## src/rtl/vga_sync_out.sv

```systemverilog
// vga_sync_out: VGA raster counters, syncs and blanking, with sync/blank delayed to line up with the colour returned by the object mux.
module vga_sync_out #(
    parameter int H_ACTIVE   = 640,
    parameter int H_FP       = 16,
    parameter int H_SYNC     = 96,
    parameter int H_BP       = 48,
    parameter int V_ACTIVE   = 480,
    parameter int V_FP       = 10,
    parameter int V_SYNC     = 2,
    parameter int V_BP       = 33,
    parameter int PIPE_DELAY = 2,
    parameter bit SYNC_POL   = 1'b0
) (
    input  logic        clk,
    input  logic        resetN,
    input  logic [7:0]  redIn,
    input  logic [7:0]  greenIn,
    input  logic [7:0]  blueIn,
    output logic [10:0] pixelX,
    output logic [10:0] pixelY,
    output logic        drawEn,
    output logic        startOfFrame,
    output logic [7:0]  vgaR,
    output logic [7:0]  vgaG,
    output logic [7:0]  vgaB,
    output logic        vgaHS,
    output logic        vgaVS,
    output logic        vgaBlankN
);
    localparam logic [10:0] H_ACT  = 11'(H_ACTIVE);
    localparam logic [10:0] H_SS   = 11'(H_ACTIVE + H_FP);
    localparam logic [10:0] H_SE   = 11'(H_ACTIVE + H_FP + H_SYNC);
    localparam logic [10:0] H_LAST = 11'(H_ACTIVE + H_FP + H_SYNC + H_BP - 1);
    localparam logic [10:0] V_ACT  = 11'(V_ACTIVE);
    localparam logic [10:0] V_SS   = 11'(V_ACTIVE + V_FP);
    localparam logic [10:0] V_SE   = 11'(V_ACTIVE + V_FP + V_SYNC);
    localparam logic [10:0] V_LAST = 11'(V_ACTIVE + V_FP + V_SYNC + V_BP - 1);

    logic [10:0] h_cnt_q, h_cnt_d, v_cnt_q, v_cnt_d;
    logic        h_wrap, act_raw, hs_raw, vs_raw;
    logic        dly_act, dly_hs, dly_vs;
    logic [23:0] rgb_q;
    logic        hs_q, vs_q, blank_n_q;

    always_comb begin
        h_wrap  = h_cnt_q == H_LAST;
        h_cnt_d = h_wrap ? 11'd0 : h_cnt_q + 11'd1;
        v_cnt_d = !h_wrap ? v_cnt_q : (v_cnt_q == V_LAST) ? 11'd0 : v_cnt_q + 11'd1;
        act_raw = h_cnt_q < H_ACT && v_cnt_q < V_ACT;
        hs_raw  = h_cnt_q >= H_SS && h_cnt_q < H_SE;
        vs_raw  = v_cnt_q >= V_SS && v_cnt_q < V_SE;
    end

    always_ff @(posedge clk or negedge resetN) begin
        if (!resetN) begin
            h_cnt_q <= '0;
            v_cnt_q <= '0;
        end else begin
            h_cnt_q <= h_cnt_d;
            v_cnt_q <= v_cnt_d;
        end
    end

    assign pixelX       = h_cnt_q;
    assign pixelY       = v_cnt_q;
    // Counters sit at (0,0) during reset, so gate the decodes to keep them low there.
    assign drawEn       = resetN && act_raw;
    assign startOfFrame = resetN && h_wrap && v_cnt_q == V_LAST;

    generate
        if (PIPE_DELAY == 0) begin : g_nodly
            assign {dly_hs, dly_vs, dly_act} = {hs_raw, vs_raw, act_raw};
        end else begin : g_dly
            logic [2:0] pipe_q [PIPE_DELAY];
            always_ff @(posedge clk or negedge resetN) begin
                if (!resetN) begin
                    pipe_q <= '{default: 3'b000};
                end else begin
                    pipe_q[0] <= {hs_raw, vs_raw, act_raw};
                    for (int i = 1; i < PIPE_DELAY; i++) pipe_q[i] <= pipe_q[i-1];
                end
            end
            assign {dly_hs, dly_vs, dly_act} = pipe_q[PIPE_DELAY-1];
        end
    endgenerate

    always_ff @(posedge clk or negedge resetN) begin
        if (!resetN) begin
            rgb_q     <= '0;
            hs_q      <= ~SYNC_POL;
            vs_q      <= ~SYNC_POL;
            blank_n_q <= 1'b0;
        end else begin
            rgb_q     <= dly_act ? {redIn, greenIn, blueIn} : 24'd0;
            hs_q      <= dly_hs ? SYNC_POL : ~SYNC_POL;
            vs_q      <= dly_vs ? SYNC_POL : ~SYNC_POL;
            blank_n_q <= dly_act;
        end
    end

    assign {vgaR, vgaG, vgaB} = rgb_q;
    assign vgaHS              = hs_q;
    assign vgaVS              = vs_q;
    assign vgaBlankN          = blank_n_q;
endmodule
```

## config.mk

```make
export PLATFORM = sky130hd
export DESIGN_NAME = vga_sync_out
export DESIGN_NICKNAME = d
export VERILOG_FILES = /design/src/rtl/vga_sync_out.sv
export SDC_FILE = /design/constraint.sdc
export NUM_CORES = 1
export LEC_CHECK = 0
export CORE_UTILIZATION = 40
export DETAILED_ROUTE_END_ITERATION = 10
export PLACE_DENSITY = 0.74
export SLEW_MARGIN = 20
export SYNTH_ARGS = -nofsm -noshare
export SYNTH_HDL_FRONTEND = slang
export SYNTH_SLANG_ARGS = --single-unit
```

## constraint.sdc

```tcl
create_clock -name clk -period 2.95 [get_ports clk]
set_clock_uncertainty 0.15 [all_clocks]
set_input_delay 0.59 -clock clk [delete_from_list [all_inputs] [get_ports clk]]
set_output_delay 0.59 -clock clk [all_outputs]
set_load 0.01 [all_outputs]
```

==> results_dict.tcl, run 1 <==
set metrics [dict create \
    post_drt_wl_per_cell_um 14.03 \
    syn_inst 176 \
    cts_sinks 55 \
    maxSlewViolCount 0 \
    r2r_cells 4 \
    cts.clk_slew.worst_paths_ps 90 \
    hold_depth 0 \
    min_period_over_period 0.9422 \
    internal_power_uw 1086 \
    initial_utilization 0.4179 \
    grt_pass1_wl_um 7396 \
    ant_nets 0 \
    maxCapViolations 0 \
    routed_wl_um 4728 \
    synth.avg_cell_area_um2 12.13 \
    final_net_count 296 \
    cts_tree "done" \
    grtUsageMet3 0.05221 \
    post-route-min-period_ps 2779 \
    powerDensity_nw_per_um2 430.1 \
    required_ps 2210 \
    synth-seq-area-share 0.6460 \
    synth_xor_area_frac 0.04924 \
    insertion_delay_ps 300 \
    finalHoldViolations 0 \
    grt_use_total 0.1784 \
    cp.arrival_ps 2040 \
    synth-seq-cells 55 \
    post-route-util 0.6188 \
    grt_pass1_vias 1579 \
    reg2reg_slack_ps 690 \
    synth_area_leaders "dfrtp_1 62%, and2_1 7.6%, xor2_1 2.9%, dfstp_2 2.5%, nand3_1 2.3%" \
    power_frac_comb 0.078 \
    leakage_uw 0.001367 \
    insertedDiodeCount 0 \
    multi_input_area_um2 705.7 \
    synthDistinctLibCells 30 \
    fin_hold_ws_ps 203.5 \
    cts_buffer_depth 2 \
    cts_buffers 5 \
    rows 26 \
    die_x_um 75.05 \
    switchingPower_uw 273.5 \
    syn-cell-area_um2 2135 \
    slew_headroom 0.5529 \
    fill_cells 429 \
    grt-ovfl-total 0 \
    critPathMaxFanout 8 \
    die_h_um 75.05 \
    drtIter0Drc 46 \
    first_pass_iters 4 \
    fin_tns_setup_ps 0 \
    rsz0062_at_grt "false" \
    num_io_pins 77 \
    dpl.hpwl_um 3335 \
    register_area_um2 1380 \
    reg2reg_to "pixelY[4]$_DFFE_PN0N_" \
    antenna_found_initial 0 \
    clockPowerShare 0.353 \
    syn_to_final_growth_pct 48.07 \
    yosysTopAreaCell "dfrtp_1" \
    yosysTopAreaCellShare 0.6213 \
    crit_start "resetN" \
    die_area_um2 5633 \
    tightest_slew_ps 664.6 \
    viasPerCell 4.849 \
    use_met1 0.2206 \
    final_cell_mix "74 x clkdlybuf4s50_1, 52 x dfrtp_1, 26 x and2_1" \
    core_area_um2 5107 \
    port_buffers 76 \
    outcome "complete, no violations" \
    grt_max_degree 35 \
    syn-num-nets 205 \
    cp-end-kind "output pin" \
    critPathLaunchType "input port" \
    place_congestion 0.7535 \
    r2r_start "pixelX[5]$_DFF_PN0_" \
    num_vias 1634 \
    htree_levels 2 \
    synth_mux_area_frac 0.01524 \
    layoutNonFillerInstCount 337 \
    yosysWarningCount 0 \
    fmax_mhz 359.8 \
    setup.worst_path.end "drawEn" \
    busiest_layer "met2" \
    synth-simple-area-share 0.2140 \
    pwr-share-seq 0.569 \
    setup_viol 0 \
    synth_fa_ha_area_frac 0.01758 \
    ir_drop_v 0.0002017 \
    synth_top_family_by_area "simple AND/OR/NAND/NOR gates" \
    drive_gt1_frac 0.1086 \
    swShare 0.2012 \
    synth_compound_area_frac 0.03165 \
    drc 0 \
    mostFrequentLayoutCell "clkdlybuf4s50_1" \
    dp.cells 326 \
    root_buffer "clkbuf_8" \
    grtUsageMet2 0.2953 \
    hold_path.class "flop to flop" \
    path_class "input port to output pin" \
    total_power_uw 1359 \
]
## power groups by stage
stage / clock network, uW / logic [uW] / registers (uW)
after floorplan: 0 / 12.0 / 799
after global placement: 0 / 105 / 788
after detailed placement: 0 / 107 / 789
after CTS: 497 / 108 / 774
after global routing: 523 / 117 / 776
final: 480 / 106 / 774
## timing repair
item / 4_1_cts / 5_1_grt
gates resized for setup: 3 / 0
buffers inserted: 3 / 0
endpoints found under the hold margin: 3 / 0
hold buffers: 1 / 0
endpoints found under the setup margin: 1 / 0
## flip-flops by register name, indices dropped and copies added (netlist names)
| name | flops |
|---|---|
| vgaVS | 1 |
| dly_hs | 1 |
| vgaBlankN | 1 |
| pixelY | 11 |
| dly_act | 1 |
| rgb_q | 24 |
| dly_vs | 1 |
| vgaHS | 1 |
| pixelX | 11 |
| g_dly.pipe_q | 3 |
## kinds of logic after synthesis
group	after synthesis
AO/OA/AOI/OAI	10
XOR/XNOR	12
adder cells (fa/ha/maj)	3
buffers and inverters	13
flip-flops	55
multiplexers	3
AND/OR/NAND/NOR	80
## metal layers
metal  vias up  share of wire
met5         -              0
met4         0          0.017
met3         9          0.072
met2        78           0.46
met1       771           0.45
li1        776              -
## per-stage QoR
stage / area, um2 / worst slack, ps
final: 3161 / 170.6
after CTS: 3161 / 147.6
after detailed placement: 3015 / 241.9
after global placement: 3015 / 246.8
after floorplan: 2135 / 441.6
after global routing: 3161 / 99.15
## worst min-delay path by stage
stage | startpoint | end | slack, ps
after floorplan | resetN | dly_act$_DFF_PN0_ | 140
after global placement | g_dly.pipe_q[5]$_DFF_PN0_ | dly_hs$_DFF_PN0_ | 180
after detailed placement | g_dly.pipe_q[4]$_DFF_PN0_ | dly_vs$_DFF_PN0_ | 190
after CTS | g_dly.pipe_q[4]$_DFF_PN0_ | dly_vs$_DFF_PN0_ | 210
after global routing | g_dly.pipe_q[3]$_DFF_PN0_ | dly_act$_DFF_PN0_ | 220
final | g_dly.pipe_q[4]$_DFF_PN0_ | dly_vs$_DFF_PN0_ | 200
## cells in the mapped netlist
| master | number |
|---|---|
| dfrtp_1 | 53 |
| and2_1 | 26 |
| nand3_1 | 10 |
| nor2_1 | 10 |
| inv_1 | 9 |
| nand2_1 | 7 |
| xor2_1 | 7 |
| nor3_1 | 6 |
| nand4_1 | 5 |
| xnor2_1 | 5 |
| nor4_1 | 4 |
| and3_1 | 3 |
| clkbuf_1 | 3 |
| ha_1 | 3 |
| o21ai_0 | 3 |
| or3_1 | 3 |
| a21o_1 | 2 |
| a21oi_1 | 2 |
| dfstp_2 | 2 |
| mux2_2 | 2 |
| or4_4 | 2 |
| a22o_1 | 1 |
| a31oi_1 | 1 |
| buf_6 | 1 |
| mux2i_1 | 1 |
| nand4b_1 | 1 |
| nor3b_1 | 1 |
| o211ai_2 | 1 |
| or4_1 | 1 |
| or4b_2 | 1 |
## critical path: stages
cell	delay (ps)
dlygate4sd3_1	530
buf_2	210
and2_1	160
clkdlybuf4s50_1	560
## layout make-up
class,instances,share of cell area
sequential,55,0.4367
timing repair buffer,88,0.2680
multi-input combinational,108,0.2233
tap,70,0.02771
clock buffer,5,0.02177
clock inverter,2,0.01188
inverter,9,0.01069
(Power assumes the default switching activity.)
==> run 2, diff against run 1 <==
- CORE_ASPECT_RATIO: not set -> 2
==> run 2 against run 1 <==
Worst hold slack worse by 2.0 ps. Via count up 1.6%. Utilization about the same. Total power up 6.3%. Cell area up 0.59%. Final cell count down 3.0%. First-iteration DRC count down 59%. Sequential power about the same. Critical endpoint is now startOfFrame. Highest routed layer unchanged.
==> results_dict.tcl, run 2 (synthesis results as in run 1) <==
set metrics [dict create \
    outcome "complete, no violations" \
    reg2reg_to "pixelY[4]$_DFFE_PN0N_" \
    total_power_uw 1445 \
    ir_drop_v 0.0003980 \
    powerDensity_nw_per_um2 454.4 \
    routed.top_layer "met4" \
    mostFrequentLayoutCell "clkdlybuf4s50_1" \
    final_cell_mix "74 x clkdlybuf4s50_1, 52 x dfrtp_1, 26 x and2_1" \
    path_class "flop to output pin" \
    fin_tns_setup_ps 0 \
    drc 0 \
    fmax_mhz 358.7 \
    maxSlewViolCount 0 \
    critPathLaunchType "flop" \
    tightest_slew_ps 641.1 \
    grt_pass1_vias 1716 \
    insertion_delay_ps 300 \
    die_h_um 105.3 \
    routed_wl_um 4661 \
    cts_buffer_depth 2 \
    required_ps 2210 \
    die_x_um 53.66 \
    rows 37 \
    cts.clk_slew.worst_paths_ps 90 \
    wl_met1_um 1649 \
    regMostFlops "rgb_q" \
    initial_utilization 0.4154 \
    dp.cells 315 \
    finalHoldViolations 0 \
    leakage_uw 0.001388 \
    ant_nets 0 \
    antenna_found_initial 0 \
    crit_start "pixelY[5]$_DFFE_PN0N_" \
    grt_pass1_wl_um 7769 \
    largest_register_ffs 24 \
    viasPerCell 5.076 \
    cp-end-kind "output pin" \
    grt-ovfl-total 0 \
    setup.worst_path.end "startOfFrame" \
    post_drt_wl_per_cell_um 14.25 \
    r2r_start "pixelX[5]$_DFF_PN0_" \
    hold_path.class "flop to flop" \
    drive_gt1_frac 0.1115 \
    core_area_um2 5139 \
    reg2reg_slack_ps 620 \
    cts_sinks 55 \
    port_buffers 76 \
    dpl.hpwl_um 3542 \
    cts_buffers 5 \
    htree_levels 2 \
    syn_to_final_growth_pct 48.94 \
    num_io_pins 77 \
    route.met3.wl_um 254 \
    root_buffer "clkbuf_8" \
    grt_max_degree 41 \
    cts_tree "done" \
    insertedDiodeCount 0 \
    setup_viol 0 \
    die_area_um2 5650 \
    wl_met2_um 2583 \
    r2r_cells 4 \
    layoutNonFillerInstCount 327 \
    rsz0062_at_grt "false" \
    slew_headroom 0.5686 \
    min_period_over_period 0.9450 \
    drtIter0Drc 19 \
    final_net_count 297 \
    num_vias 1660 \
    post-route-min-period_ps 2788 \
    grt_use_total 0.1882 \
    critPathMaxFanout 2 \
    hold_start "g_dly.pipe_q[4]$_DFF_PN0_" \
    cp.arrival_ps 2050 \
    maxCapViolations 0 \
    place_congestion 0.8475 \
    first_pass_iters 4 \
]
run 2: layout make-up:
cell class / count / area (um2)
fillers: 425 / 1959
flip-flops and latches: 55 / 1380
repair buffers: 89 / 854.6
multi-input cells: 108 / 705.7
clock buffers: 6 / 72.57
well taps: 58 / 72.57
clock inverters: 2 / 60.06
inverters: 9 / 33.78
run 2: per-layer routing:
metal / global-route usage / up-vias
met4: 0.1034 / 0
met3: 0.03896 / 17
met1: 0.1847 / 802
met2: 0.3393 / 71
met5: 0 / -
li1: - / 770
run 2: worst min path at each step:
stage / to / slack [ps] / cells past startpoint
6_report: dly_vs$_DFF_PN0_ / 200 / 0
5_1_grt: dly_vs$_DFF_PN0_ / 210 / 0
4_1_cts: dly_vs$_DFF_PN0_ / 200 / 0
3_5_place_dp: dly_vs$_DFF_PN0_ / 180 / 0
3_3_place_gp: dly_hs$_DFF_PN0_ / 180 / 0
2_1_floorplan: dly_act$_DFF_PN0_ / 140 / 0
run 2: stage by stage:
step | cell area, um2 | util | setup WS, ps | hold WS (ps)
after global placement | 3008 | 0.5853 | 223.4 | 182.3
final | 3179 | 0.6187 | 162.3 | 201.5
after detailed placement | 3008 | 0.5853 | 223.3 | 184.7
after CTS | 3179 | 0.6187 | 175.0 | 200.3
after floorplan | 2135 | - | 441.6 | 144.4
after global routing | 3179 | 0.6187 | 102.1 | 205.0
run 2: power by group:
group | leakage (uW) | internal (uW) | switching, uW | total, uW
clock | 0.0000654 | 339 | 227 | 566
combinational | 0.000648 | 67.8 | 36.6 | 104
sequential | 0.000674 | 770 | 4.12 | 774
total | 0.00139 | 1180 | 268 | 1440
run 2: timing repair:
action	CTS	global route
hold endpoints to repair	2	0
hold buffers	1	0
resized for setup	3	0
endpoints found under the setup margin	1	0
buffers inserted	3	0
run 2: critical path, cell delays in order (launching register included):
cell	delay, ps
dfrtp_1	400
or4_1	530
nor4_2	340
and3_1	220
dlygate4sd2_1	270
==> run 3, diff against run 2 <==
- CELL_PAD_IN_SITES_DETAIL_PLACEMENT: not set -> 1
- CELL_PAD_IN_SITES_GLOBAL_PLACEMENT: not set -> 1
- CORE_UTILIZATION: 40 -> 34
- PLACE_DENSITY: 0.74 -> 0.8
==> run 3 against run 2 <==
The run now ends with design-rule violations left. Total power up 12%. Non-clock buffer count down 1. Clock power up 30%. Wire length up 17%. Register-to-register slack worse by 190 ps. Sequential power about the same. Sequential cell count unchanged. Worst hold slack about the same. Cell area up 2.5%. Global-route usage down 0.78 points. Final cell count up 1.2%. Clock-buffer cell count unchanged. Highest routed layer unchanged.
==> results_dict.tcl, run 3 (synthesis results as in run 1) <==
set metrics [dict create \
    outcome "finished, violations left" \
    failed_checks "design-rule violations" \
    htree_levels 2 \
    use_met1 0.1799 \
    drive_gt1_frac 0.1157 \
    cts_setup_buffers 0 \
    maxSlewViolCount 0 \
    insertion_delay_ps 280 \
    min_period_over_period 0.9479 \
    cts_sinks 55 \
    mostFrequentLayoutCell "clkdlybuf4s50_1" \
    setup_viol 0 \
    cts_buffers 5 \
    ant_nets 0 \
    cp.arrival_ps 2060 \
    grtUsageMet2 0.3395 \
    port_buffers 76 \
    grt_use_total 0.1804 \
    cp-end-kind "output pin" \
    drc 8 \
    rows 40 \
    finalHoldViolations 0 \
    place_congestion 0.8052 \
    cts_buffer_depth 2 \
    fin_tns_setup_ps 0 \
    fmax_mhz 357.6 \
    hold_path.class "flop to flop" \
    core_area_um2 6006 \
    critPathLaunchType "input port" \
    grtUsageMet3 0.02712 \
    post_drt_wl_per_cell_um 16.45 \
    required_ps 2210 \
    insertedDiodeCount 0 \
    die_area_um2 6618 \
    fin_hold_ws_ps 201.3 \
    regMostFlops "rgb_q" \
    path_class "input port to output pin" \
    die_x_um 58.03 \
    tightest_slew_ps 839.0 \
    total_power_uw 1616 \
    num_vias 1642 \
    leakage_uw 0.001424 \
    slew_headroom 0.4355 \
    initial_utilization 0.3554 \
    grt-ovfl-total 0 \
    busiest_layer "met2" \
    first_pass_iters 7 \
    rsz0062_at_grt "false" \
    cp_cell_sequence "dlygate4sd3_1, buf_2, and2_1, clkdlybuf4s50_1" \
    final_net_count 296 \
    dpl.hpwl_um 4135 \
    cts_tree "done" \
    max_stage_delay_ps 540 \
    cts.clk_slew.worst_paths_ps 70 \
    grt_max_degree 27 \
    num_io_pins 77 \
    grt_pass1_vias 1779 \
    root_buffer "clkbuf_16" \
    post-route-min-period_ps 2796 \
    critPathMaxFanout 10 \
    die_h_um 114.1 \
    grt_pass1_wl_um 8825 \
    powerDensity_nw_per_um2 495.9 \
    drtIter0Drc 55 \
    syn_to_final_growth_pct 52.64 \
    antenna_found_initial 0 \
    ir_drop_v 0.0002583 \
    viasPerCell 4.961 \
    critPathSlowestCell "clkdlybuf4s50_1" \
    maxCapViolations 0 \
    final_cell_mix "74 x clkdlybuf4s50_1, 52 x dfrtp_1, 26 x and2_1" \
    routed_wl_um 5445 \
    largest_register_ffs 24 \
]
[run 3: cell count changes in the layout (fill, tap and decap cells not counted), sizes merged]
cell,previous run,this run
buf,13,12
[run 3: layer usage]
metal | wire length [um] | part of all wire
met1 | 1829 | 0.34
met2 | 3143 | 0.58
met3 | 251 | 0.046
met4 | 221 | 0.041
met5 | 0 | 0
[run 3: final cells by class]
class	count	area, um2
Multi-Input combinational cell	108	729.5
Timing Repair Buffer	88	847.1
Fill cell	628	2748
Clock inverter	2	60.06
Clock buffer	6	128.9
Sequential cell	55	1380
Tap cell	63	78.83
Inverter	9	33.78
[run 3: timing repair]
| item | CTS | global route |
|---|---|---|
| endpoints found under the setup margin | 1 | 0 |
| resized for setup | 7 | 0 |
| endpoints found under the hold margin | 6 | 0 |
| hold buffers | 1 | 0 |
[run 3: final timing paths]
check / cells after the start / from / slack [ps] / endpoint
worst max-delay path: 4 / resetN / 150 / drawEn
worst min-delay path: 0 / g_dly.pipe_q[4]$_DFF_PN0_ / 200 / dly_vs$_DFF_PN0_
worst max register to register: 6 / pixelX[0]$_DFF_PN0_ / 430 / pixelY[4]$_DFFE_PN0N_
worst min register to register: 0 / g_dly.pipe_q[4]$_DFF_PN0_ / 200 / dly_vs$_DFF_PN0_
max in group asynchronous: 3 / resetN / 1480 / pixelX[7]$_DFF_PN0_
min in group asynchronous: 2 / resetN / 540 / pixelY[4]$_DFFE_PN0N_
[run 3: where the power goes]
group	internal (uW)	switching, uW
Sequential	770	4.33
Combinational	67.9	39.1
Clock	486	248
Total	1320	291
[run 3: worst max-delay path, delay by kind of cell]
| kind | cells | cell delay, ps |
|---|---|---|
| buffers and inverters | 3 | 1290 |
| and+or+nand+nor | 1 | 170 |
[run 3: stage by stage]
step / util / instance area [um2] / cells / setup slack [ps]
floorplan: - / 2135 / 176 / 441.6
global placement: 0.5044 / 3029 / 322 / 203.2
detailed placement: 0.5044 / 3029 / 322 / 201.9
CTS: 0.5425 / 3258 / 331 / 132.6
global route: 0.5425 / 3258 / 331 / 39.61
finish: 0.5425 / 3258 / 331 / 153.7
